<file path="src/rtl/sw_max_tracker_pkg.sv">
// Shared score-width header plus FSM encodings and the max-compare helper for sw_max_tracker.
// The score width comes from the guarded `V_E_F_Bit define so every file agrees on it.
`ifndef SW_UTIL_V
`define SW_UTIL_V
`define V_E_F_Bit 16
`endif

package sw_max_tracker_pkg;

  localparam logic [1:0] ST_IDLE  = 2'd0;
  localparam logic [1:0] ST_TRACK = 2'd1;
  localparam logic [1:0] ST_DONE  = 2'd2;

  typedef enum logic [1:0] {
    IDLE  = ST_IDLE,
    TRACK = ST_TRACK,
    DONE  = ST_DONE
  } state_t;

  // Strict signed compare: ties keep the earliest position.
  function automatic logic is_new_max(input logic signed [`V_E_F_Bit-1:0] v,
                                      input logic signed [`V_E_F_Bit-1:0] m);
    return v > m;
  endfunction

endpackage

</file>
<file path="src/rtl/sw_pos_counter.sv">
// Column/pass position counters for sw_max_tracker: column wrap with sticky overflow,
// saturating pass count. Presents the position of the cell being accepted this cycle.
module sw_pos_counter #(
  parameter int COL_W  = 10,
  parameter int PASS_W = 8
) (
  input  logic              clk,
  input  logic              rst,
  input  logic              clear,
  input  logic              accept,
  input  logic              new_line,
  output logic [COL_W-1:0]  cell_col,
  output logic [PASS_W-1:0] cell_pass,
  output logic              ovf
);

  logic [COL_W-1:0]  col_q;
  logic [PASS_W-1:0] pass_q;
  logic              first_q;
  logic              wrap;

  // The first accepted cell of an alignment is pass 0 even when it opens a line.
  always_comb begin
    cell_col  = col_q + COL_W'(1);
    cell_pass = pass_q;
    wrap      = 1'b0;
    if (new_line) begin
      cell_col = '0;
      if (!first_q && pass_q != {PASS_W{1'b1}})
        cell_pass = pass_q + PASS_W'(1);
    end else begin
      wrap = (col_q == {COL_W{1'b1}});
    end
  end

  always_ff @(posedge clk or negedge rst) begin
    if (!rst) begin
      col_q   <= '0;
      pass_q  <= '0;
      first_q <= 1'b1;
      ovf     <= 1'b0;
    end else if (clear) begin
      col_q   <= '0;
      pass_q  <= '0;
      first_q <= 1'b1;
      ovf     <= 1'b0;
    end else if (accept) begin
      col_q   <= cell_col;
      pass_q  <= cell_pass;
      first_q <= 1'b0;
      if (wrap)
        ovf <= 1'b1;
    end
  end

endmodule

</file>
<file path="src/rtl/sw_max_tracker.sv">
// Tracks the running maximum score from the final PE across an alignment (IDLE/TRACK/DONE).
// Optional feature macro SW_MAX_TRACKER_POS_EN adds column/pass position tracking.
module sw_max_tracker
  import sw_max_tracker_pkg::*;
#(
  parameter int COL_W  = 10,
  parameter int PASS_W = 8
) (
  input  logic                         clk,
  input  logic                         rst,
  input  logic                         start,
  input  logic                         valid_in,
  input  logic                         newLineIn,
  input  logic signed [`V_E_F_Bit-1:0] vIn,
  input  logic                         last_in,
  input  logic                         ack,
  output logic signed [`V_E_F_Bit-1:0] max_score,
  output logic [COL_W-1:0]             max_col,
  output logic [PASS_W-1:0]            max_pass,
  output logic                         busy,
  output logic                         done,
  output logic                         col_ovf
);

  state_t state;
  logic   accept;
  logic   update;

  assign accept = (state == TRACK) && valid_in && !start;
  assign update = accept && is_new_max(vIn, max_score);

  // start outranks everything, including ack and cells arriving in the same cycle.
  always_ff @(posedge clk or negedge rst) begin
    if (!rst) begin
      state     <= IDLE;
      max_score <= '0;
      busy      <= 1'b0;
      done      <= 1'b0;
    end else if (start) begin
      state     <= TRACK;
      max_score <= '0;
      busy      <= 1'b1;
      done      <= 1'b0;
    end else begin
      case (state)
        TRACK: begin
          if (valid_in) begin
            if (update)
              max_score <= vIn;
            if (last_in) begin
              state <= DONE;
              busy  <= 1'b0;
              done  <= 1'b1;
            end
          end
        end
        DONE: begin
          if (ack) begin
            state <= IDLE;
            done  <= 1'b0;
          end
        end
        default: ;
      endcase
    end
  end

`ifdef SW_MAX_TRACKER_POS_EN
  logic [COL_W-1:0]  cell_col;
  logic [PASS_W-1:0] cell_pass;

  sw_pos_counter #(
    .COL_W (COL_W),
    .PASS_W(PASS_W)
  ) u_pos (
    .clk      (clk),
    .rst      (rst),
    .clear    (start),
    .accept   (accept),
    .new_line (newLineIn),
    .cell_col (cell_col),
    .cell_pass(cell_pass),
    .ovf      (col_ovf)
  );

  always_ff @(posedge clk or negedge rst) begin
    if (!rst) begin
      max_col  <= '0;
      max_pass <= '0;
    end else if (start) begin
      max_col  <= '0;
      max_pass <= '0;
    end else if (update) begin
      max_col  <= cell_col;
      max_pass <= cell_pass;
    end
  end
`else
  assign max_col  = '0;
  assign max_pass = '0;
  assign col_ovf  = 1'b0;
`endif

endmodule

</file>
<file path="config.mk">
export PLATFORM = sky130hd
export DESIGN_NAME = sw_max_tracker
export DESIGN_NICKNAME = d
export VERILOG_FILES = /design/src/rtl/sw_max_tracker_pkg.sv /design/src/rtl/sw_pos_counter.sv /design/src/rtl/sw_max_tracker.sv
export SDC_FILE = /design/constraint.sdc
export NUM_CORES = 1
export LEC_CHECK = 0
export ABC_AREA = 1
export CAP_MARGIN = 20
export CORE_MARGIN = 1
export CORE_UTILIZATION = 45
export CTS_BUF_LIST = sky130_fd_sc_hd__clkbuf_4
export CTS_CLUSTER_DIAMETER = 60
export DETAILED_ROUTE_END_ITERATION = 8
export GPL_ROUTABILITY_DRIVEN = 0
export MAX_ROUTING_LAYER = met4
export PLACE_DENSITY = 0.93
export SLEW_MARGIN = 20
export SYNTH_ARGS = -nofsm -noshare
export SYNTH_HDL_FRONTEND = slang
export SYNTH_SLANG_ARGS = --single-unit
</file>
<file path="constraint.sdc">
create_clock -name clk -period 2.2 [get_ports clk]
set_input_delay 0.44 -clock clk [delete_from_list [all_inputs] [get_ports clk]]
set_output_delay 0.44 -clock clk [all_outputs]
set_load 0.01 [all_outputs]
</file>
==> results of run 1 <==
cell usage after synthesis:
cell type  number  share of area [%]
nand2_1        41                 10
inv_1          26                6.5
buf_4          20                 10
dfrtp_1        19                 32
nand4_1        18                7.5
ha_1           16                 13
nand3_2        10                6.7
nand3_1         6                2.0
a21oi_1         5                1.7
nor2_1          5                1.3
buf_2           4                1.3
inv_2           3               0.75
nand2_2         3                1.3
o21ai_1         2               0.67
a21o_1          1               0.50
a21oi_4         1                1.1
buf_6           1               0.75
clkinv_1        1               0.25
conb_1          1               0.25
nand2_4         1               0.75
nor2_2          1               0.42
nor3_2          1               0.67
power groups by stage:
| stage | clock, mW | sequential [mW] | combinational (mW) |
|---|---|---|---|
| after detailed placement | 0 | 0.408 | 0.343 |
| final | 0.190 | 0.401 | 0.345 |
| after global routing | 0.219 | 0.406 | 0.387 |
| after floorplan | 0 | 0.418 | 0.210 |
| after CTS | 0.197 | 0.401 | 0.345 |
| after global placement | 0 | 0.407 | 0.331 |
cell type report:
class	instances	area [um^2]
Multi-Input combinational cell	130	792
Inverter	30	113
Clock buffer	4	30.0
Timing Repair Buffer	44	428
Tap cell	44	55.1
Fill cell	301	1210
Sequential cell	19	475
final timing paths:
| path | end | slack (ps) |
|---|---|---|
| setup / recovery | max_score[13]$_DFFE_PN0P_ | 190 |
| hold / removal | max_score[13]$_DFFE_PN0P_ | 460 |
| setup reg to reg | max_score[13]$_DFFE_PN0P_ | 350 |
| hold reg to reg | busy$_DFFE_PN0P_ | 490 |
| max in group asynchronous | max_score[15]$_DFFE_PN0P_ | 1520 |
| min in group clk | busy$_DFFE_PN0P_ | 490 |
layer usage:
metal	track usage, %	up-vias	wire (um)
met5	-	-	0
met4	4.98	0	10
met3	3.28	2	126
met2	33.7	36	1490
met1	23.2	587	1370
li1	-	651	-
cell families (layout without fill, tap and decap cells):
kind of cell	Yosys count	in the layout	synth area share (%)
buffers and inverters	55	78	19.7
other	1	19	0.251
DFF	19	19	31.8
and+or+nand+nor	86	86	30.9
AOI/OAI and AO/OA	9	9	3.94
adders and majority gates	16	16	13.4
state kept, by name, indices dropped and copies added (netlist names):
register,cells
busy,1
state,2
max_score,16
placed cells by master, fill, tap and decap left out, types with 6 or more instances in the layout:
| master | n |
|---|---|
| nand2_1 | 41 |
| clkdlybuf4s50_1 | 39 |
| inv_1 | 26 |
| conb_1 | 19 |
| dfrtp_1 | 19 |
| nand4_1 | 18 |
| ha_1 | 16 |
| nand3_2 | 10 |
| nand3_1 | 6 |
metrics by stage:
step	std cells	hold slack, ps
5_1_grt	271	474
3_3_place_gp	267	456
3_5_place_dp	267	460
6_report	271	465
2_1_floorplan	204	144
4_1_cts	271	468
==> summary.md, run 1 <==
| Metric | Value |
|---|---|
| Leakage | 0.946 nW |
| Die Y | 59.6 um |
| CP Depth | 13 |
| Pin count of the biggest net entering global routing | 35 |
| CTS tree | yes |
| Post-route ant nets | 0 |
| Slew headroom | 58.5% |
| DR DRC count | 0 |
| IO buf count | 39 |
| Initial antenna violation count | 0 |
| Tot Pwr | 936 uW |
| Vias in the first global route | 1,186 |
| Clock skew | 2.26 ps |
| Worst Path Required | 2440 ps |
| Htree depth | 1 |
| Crit path max fanout | 10 |
| Avg WL per Cell | 11.1 um |
| Diodes inserted | 0 |
| CTS Hold Bufs | 0 |
| Worst-case clock buffer depth | 2 |
| GRT Util Overall | 19.4% |
| Setup total negative slack | 0 ps |
| Setup violations, final | 0 |
| Synth cell types | 22 |
| Final WS setup | 193 ps |
| Layout cell share with drive strength beyond 1 | 12.8% |
| Initial core utilization | 48.1% |
| Sequential fraction of the synthesis area | 31.8% |
| Drt initial violations | 56 |
| Die W | 59.6 um |
| Pins Over Slew Limit | 0 |
| Cell mode on critical path | nand2_1 |
| Final nets | 267 |
| Largest stage delay, worst path | 450 ps |
| Critical R2R Launch | max_score[11]$_DFFE_PN0P_ |
| Detailed Routing Iterations Pass 1 | 4 |
| Peak supply drop | 0.000296 V |
| Via count | 1,276 |
| CP max stage cell | clkdlybuf4s50_1 |
| Part of the power in combinational logic | 36.9% |
| # IOs | 60 |
| CP Buf/Inv Count | 3 |
| Core Region | 3100 um^2 |
| TritonCTS buffer count | 3 |
| Area after DPL | 1860 um^2 |
| Synth Cell Area | 1490 um^2 |
| Drt total wl | 3000 um |
| Seq pwr share | 42.8% |
| Sw frac | 34.0% |
| Total gr overflow | 0 |
| Clk pwr share | 20.3% |
| WS Path Type | in -> reg |
| Worst Path Arrival | 2240 ps |
| Internal power | 618 uW |
| Average via count per standard cell | 4.71 |
| Post-synthesis register bit count | 19 |
| Site Rows | 20 |
| Syn Inst Count | 186 |
| Unrepaired setup endpoints after global routing | no |
| CP Cell Sequence | clkdlybuf4s50_1, ha_1, nand2_1, inv_1, nand2_1, nand2_1, nand2_1, nand2_2, nor2_2, a21oi_4, buf_4, nand4_1, nand2_1 |
| Worst Tran Pin Value | 621 ps |
| Outcome | finished clean |
| P_sw | 318 uW |
| Place WS | -98.3 ps |
| PD cells | 494 nW/um^2 |
| Worst path top cell family by delay | buffers and inverters |
| Area delta synth->final | 26.7% |
| Clk Tree Root Cell | clkbuf_4 |
| Worst skew pair latency | 290 ps |
| Die area | 3550 um^2 |
| R2r worst-path depth | 13 |
| Final Util | 61.0% |
| Max Cap Viol | 0 |
| Cts repair resizes | 0 |
| CTS sink cnt | 19 |
| Final Cell Area | 1890 um^2 |
| Yosys warns | 0 |
| Critical Path Sink Type | flip-flop |
| FMAX | 498 MHz |
| Clock transition at the registers of the reported paths | 110 ps |
| Worst min-delay path category | in -> async |
| Crit path time final | 2010 ps |
| Worst setup startpoint | vIn[11] |
| Tcrit/Tclk final | 91.2% |
| First-pass GRT wire length | 5010 um |
| Post-CTS setup repair buffer count | 0 |
| Setup crit start kind | input port |
| Hold Vio Cnt, Final | 0 |
| Dpl hpwl | 2290 um |
| Syn_area_per_cell | 8.03 um^2 |
Power figures use the tool's default switching activity.
==> run 2: changes to the inputs <==
--- a/config.mk
+++ b/config.mk
@@ -10,3 +10,3 @@
 export CORE_MARGIN = 1
-export CORE_UTILIZATION = 45
+export CORE_UTILIZATION = 60
 export CTS_BUF_LIST = sky130_fd_sc_hd__clkbuf_4
@@ -14,5 +14,6 @@
 export DETAILED_ROUTE_END_ITERATION = 8
+export DONT_BUFFER_PORTS = 1
 export GPL_ROUTABILITY_DRIVEN = 0
 export MAX_ROUTING_LAYER = met4
-export PLACE_DENSITY = 0.93
+export PLACE_DENSITY = 0.86
 export SLEW_MARGIN = 20
--- a/constraint.sdc
+++ b/constraint.sdc
@@ -3,2 +3,2 @@
 set_output_delay 0.44 -clock clk [all_outputs]
-set_load 0.01 [all_outputs]
+set_load 0.02 [all_outputs]
==> run 2 against run 1 <==
  * Fmax increased by 1.9%
  * Clock skew increased by 7.9 ps
  * Worst setup slack improved by 37 ps
  * Critical endpoint is now max_score[2]$_DFFE_PN0P_
  * Worst hold slack got worse by 260 ps
  * Critical path type is now reg -> reg
  * Largest cell class unchanged
==> summary.md, run 2 (synthesis gave the netlist of run 1 again) <==
| Metric | Value |
|---|---|
| Outcome | finished clean |
| Site Rows | 17 |
| First-pass GRT wire length | 4670 um |
| Via count | 1,189 |
| Dpl hpwl | 2210 um |
| Average via count per standard cell | 5.21 |
| Post-route ant nets | 0 |
| CTS tree | yes |
| Peak supply drop | 0.000521 V |
| TritonCTS buffer count | 3 |
| FMAX | 508 MHz |
| Regs by FF count | max_score x16, state x2, busy x1 |
| Biggest register | max_score |
| Final Cell Area | 1580 um^2 |
| Initial antenna violation count | 0 |
| Seq. cell area | 477 um^2 |
| Clock transition at the registers of the reported paths | 120 ps |
| Worst Path Arrival | 2150 ps |
| Area after DPL | 1540 um^2 |
| Setup violations, final | 0 |
| Leakage | 0.863 nW |
| Clock skew | 10.2 ps |
| Area occupied by multi-input gates | 792 um^2 |
| Worst Tran Pin Value | 871 ps |
| Max reg flops | 16 |
| IO buf count | 0 |
| WS Path Type | reg -> reg |
| Pins Over Slew Limit | 0 |
| # fillers | 193 |
| Drt initial violations | 10 |
| Total gr overflow | 0 |
| PD cells | 573 nW/um^2 |
| Worst min-delay path category | in -> reg |
| Worst skew pair latency | 290 ps |
| Crit path time final | 1970 ps |
| Htree depth | 1 |
| Vias in the first global route | 1,160 |
| Initial core utilization | 65.6% |
| CTS sink cnt | 19 |
| Max Cap Viol | 0 |
| Core Region | 2280 um^2 |
| Crit path max fanout | 16 |
| Clk Tree Root Cell | clkbuf_4 |
| Pin count of the biggest net entering global routing | 35 |
| Final Util | 69.3% |
| Final WS setup | 230 ps |
| Place WS | 189 ps |
| Placed insts | 223 |
| Diodes inserted | 0 |
| Setup crit start kind | flip-flop |
| Area delta synth->final | 5.53% |
| Commonest cells after routing, fill and taps aside | nand2_1 (41), inv_1 (26), conb_1 (19), nand4_1 (18), dfrtp_1 (18) |
| Commonest non-fill, non-tap cell in the layout | nand2_1 |
| R2R Setup Slk | 230 ps |
| Slew headroom | 41.7% |
| Drt total wl | 2860 um |
| Final nets | 240 |
| Worst Path Required | 2380 ps |
| DR DRC count | 0 |
| Tcrit/Tclk final | 89.6% |
| Detailed Routing Iterations Pass 1 | 4 |
| Layout cell share with drive strength beyond 1 | 20.5% |
| Finished Layout Cells | 228 |
| Setup total negative slack | 0 ps |
| Die area | 2690 um^2 |
| # IOs | 60 |
| Die W | 51.9 um |
| Unrepaired setup endpoints after global routing | no |
| Critical Path Sink Type | flip-flop |
| Die Y | 51.9 um |
| Avg WL per Cell | 12.5 um |
| GRT Util Overall | 24.1% |
| Hold Vio Cnt, Final | 0 |
| Worst-case clock buffer depth | 2 |
-- run 2: changes by cell type in the layout (fill, tap and decap cells not counted) --
cell             delta
dlygate4sd3_1       +1
buf_4              +11
dfrtp_1             -1
dfrtp_2             +1
clkdlybuf4s50_1    -39
-- run 2: power by group --
part / switching, mW / leakage (nW) / internal (mW)
Sequential: 0.0252 / 0.248 / 0.377
Combinational: 0.208 / 0.596 / 0.102
Clock: 0.109 / 0.0184 / 0.0826
Total: 0.342 / 0.863 / 0.562
-- run 2: path summary, 6_finish.rpt --
kind                                            from                   endpoint  depth (start not counted)
min in group asynchronous                        rst  max_score[10]$_DFFE_PN0P_                          1
max in group asynchronous                        rst  max_score[12]$_DFFE_PN0P_                          1
hold reg to reg                 state[0]$_DFFE_PN0P_       state[0]$_DFFE_PN0P_                          2
setup reg to reg           max_score[12]$_DFFE_PN0P_   max_score[2]$_DFFE_PN0P_                         11
setup / recovery           max_score[12]$_DFFE_PN0P_   max_score[2]$_DFFE_PN0P_                         11
hold / removal                                 start       state[1]$_DFFE_PN0P_                          1
-- run 2: per-stage QoR --
| step | hold WS, ps | total power [mW] |
|---|---|---|
| after floorplan | 144 | 0.664 |
| after CTS | 196 | 0.913 |
| final | 202 | 0.904 |
| after global placement | 145 | 0.696 |
| after detailed placement | 145 | 0.711 |
| after global routing | 180 | 0.963 |
-- run 2: area by class of cell --
| class | instances | area share, % |
|---|---|---|
| Tap cell | 28 | 2.22 |
| Inverter | 30 | 7.14 |
| Multi-Input combinational cell | 130 | 50.2 |
| Clock buffer | 4 | 1.90 |
| Timing Repair Buffer | 17 | 8.25 |
| Sequential cell | 19 | 30.2 |
-- run 2: worst max-delay path, cell delays in order, from the launching register on --
cell,delay [ps]
dfrtp_2,460
inv_1,70
ha_1,280
nand4_1,70
inv_1,80
nand2_1,70
nand2_2,70
nor2_2,50
a21oi_4,290
nand2_4,230
nand3_1,130
nand2_1,60
-- run 2: per-layer routing --
layer	up-vias	GRT usage, %	routed length, um
met5	-	-	0
met3	2	5.56	171
met4	0	4.05	18
li1	592	-	-
met1	558	26.0	1150
met2	37	45.1	1520
-- run 2: timing repair --
item | in CTS | in global routing
hold buffers | 1 | 0
hold endpoints to repair | 19 | 0
endpoints found under the setup margin | 0 | 3
setup buffers | 0 | 0
gates resized for setup | 0 | 1
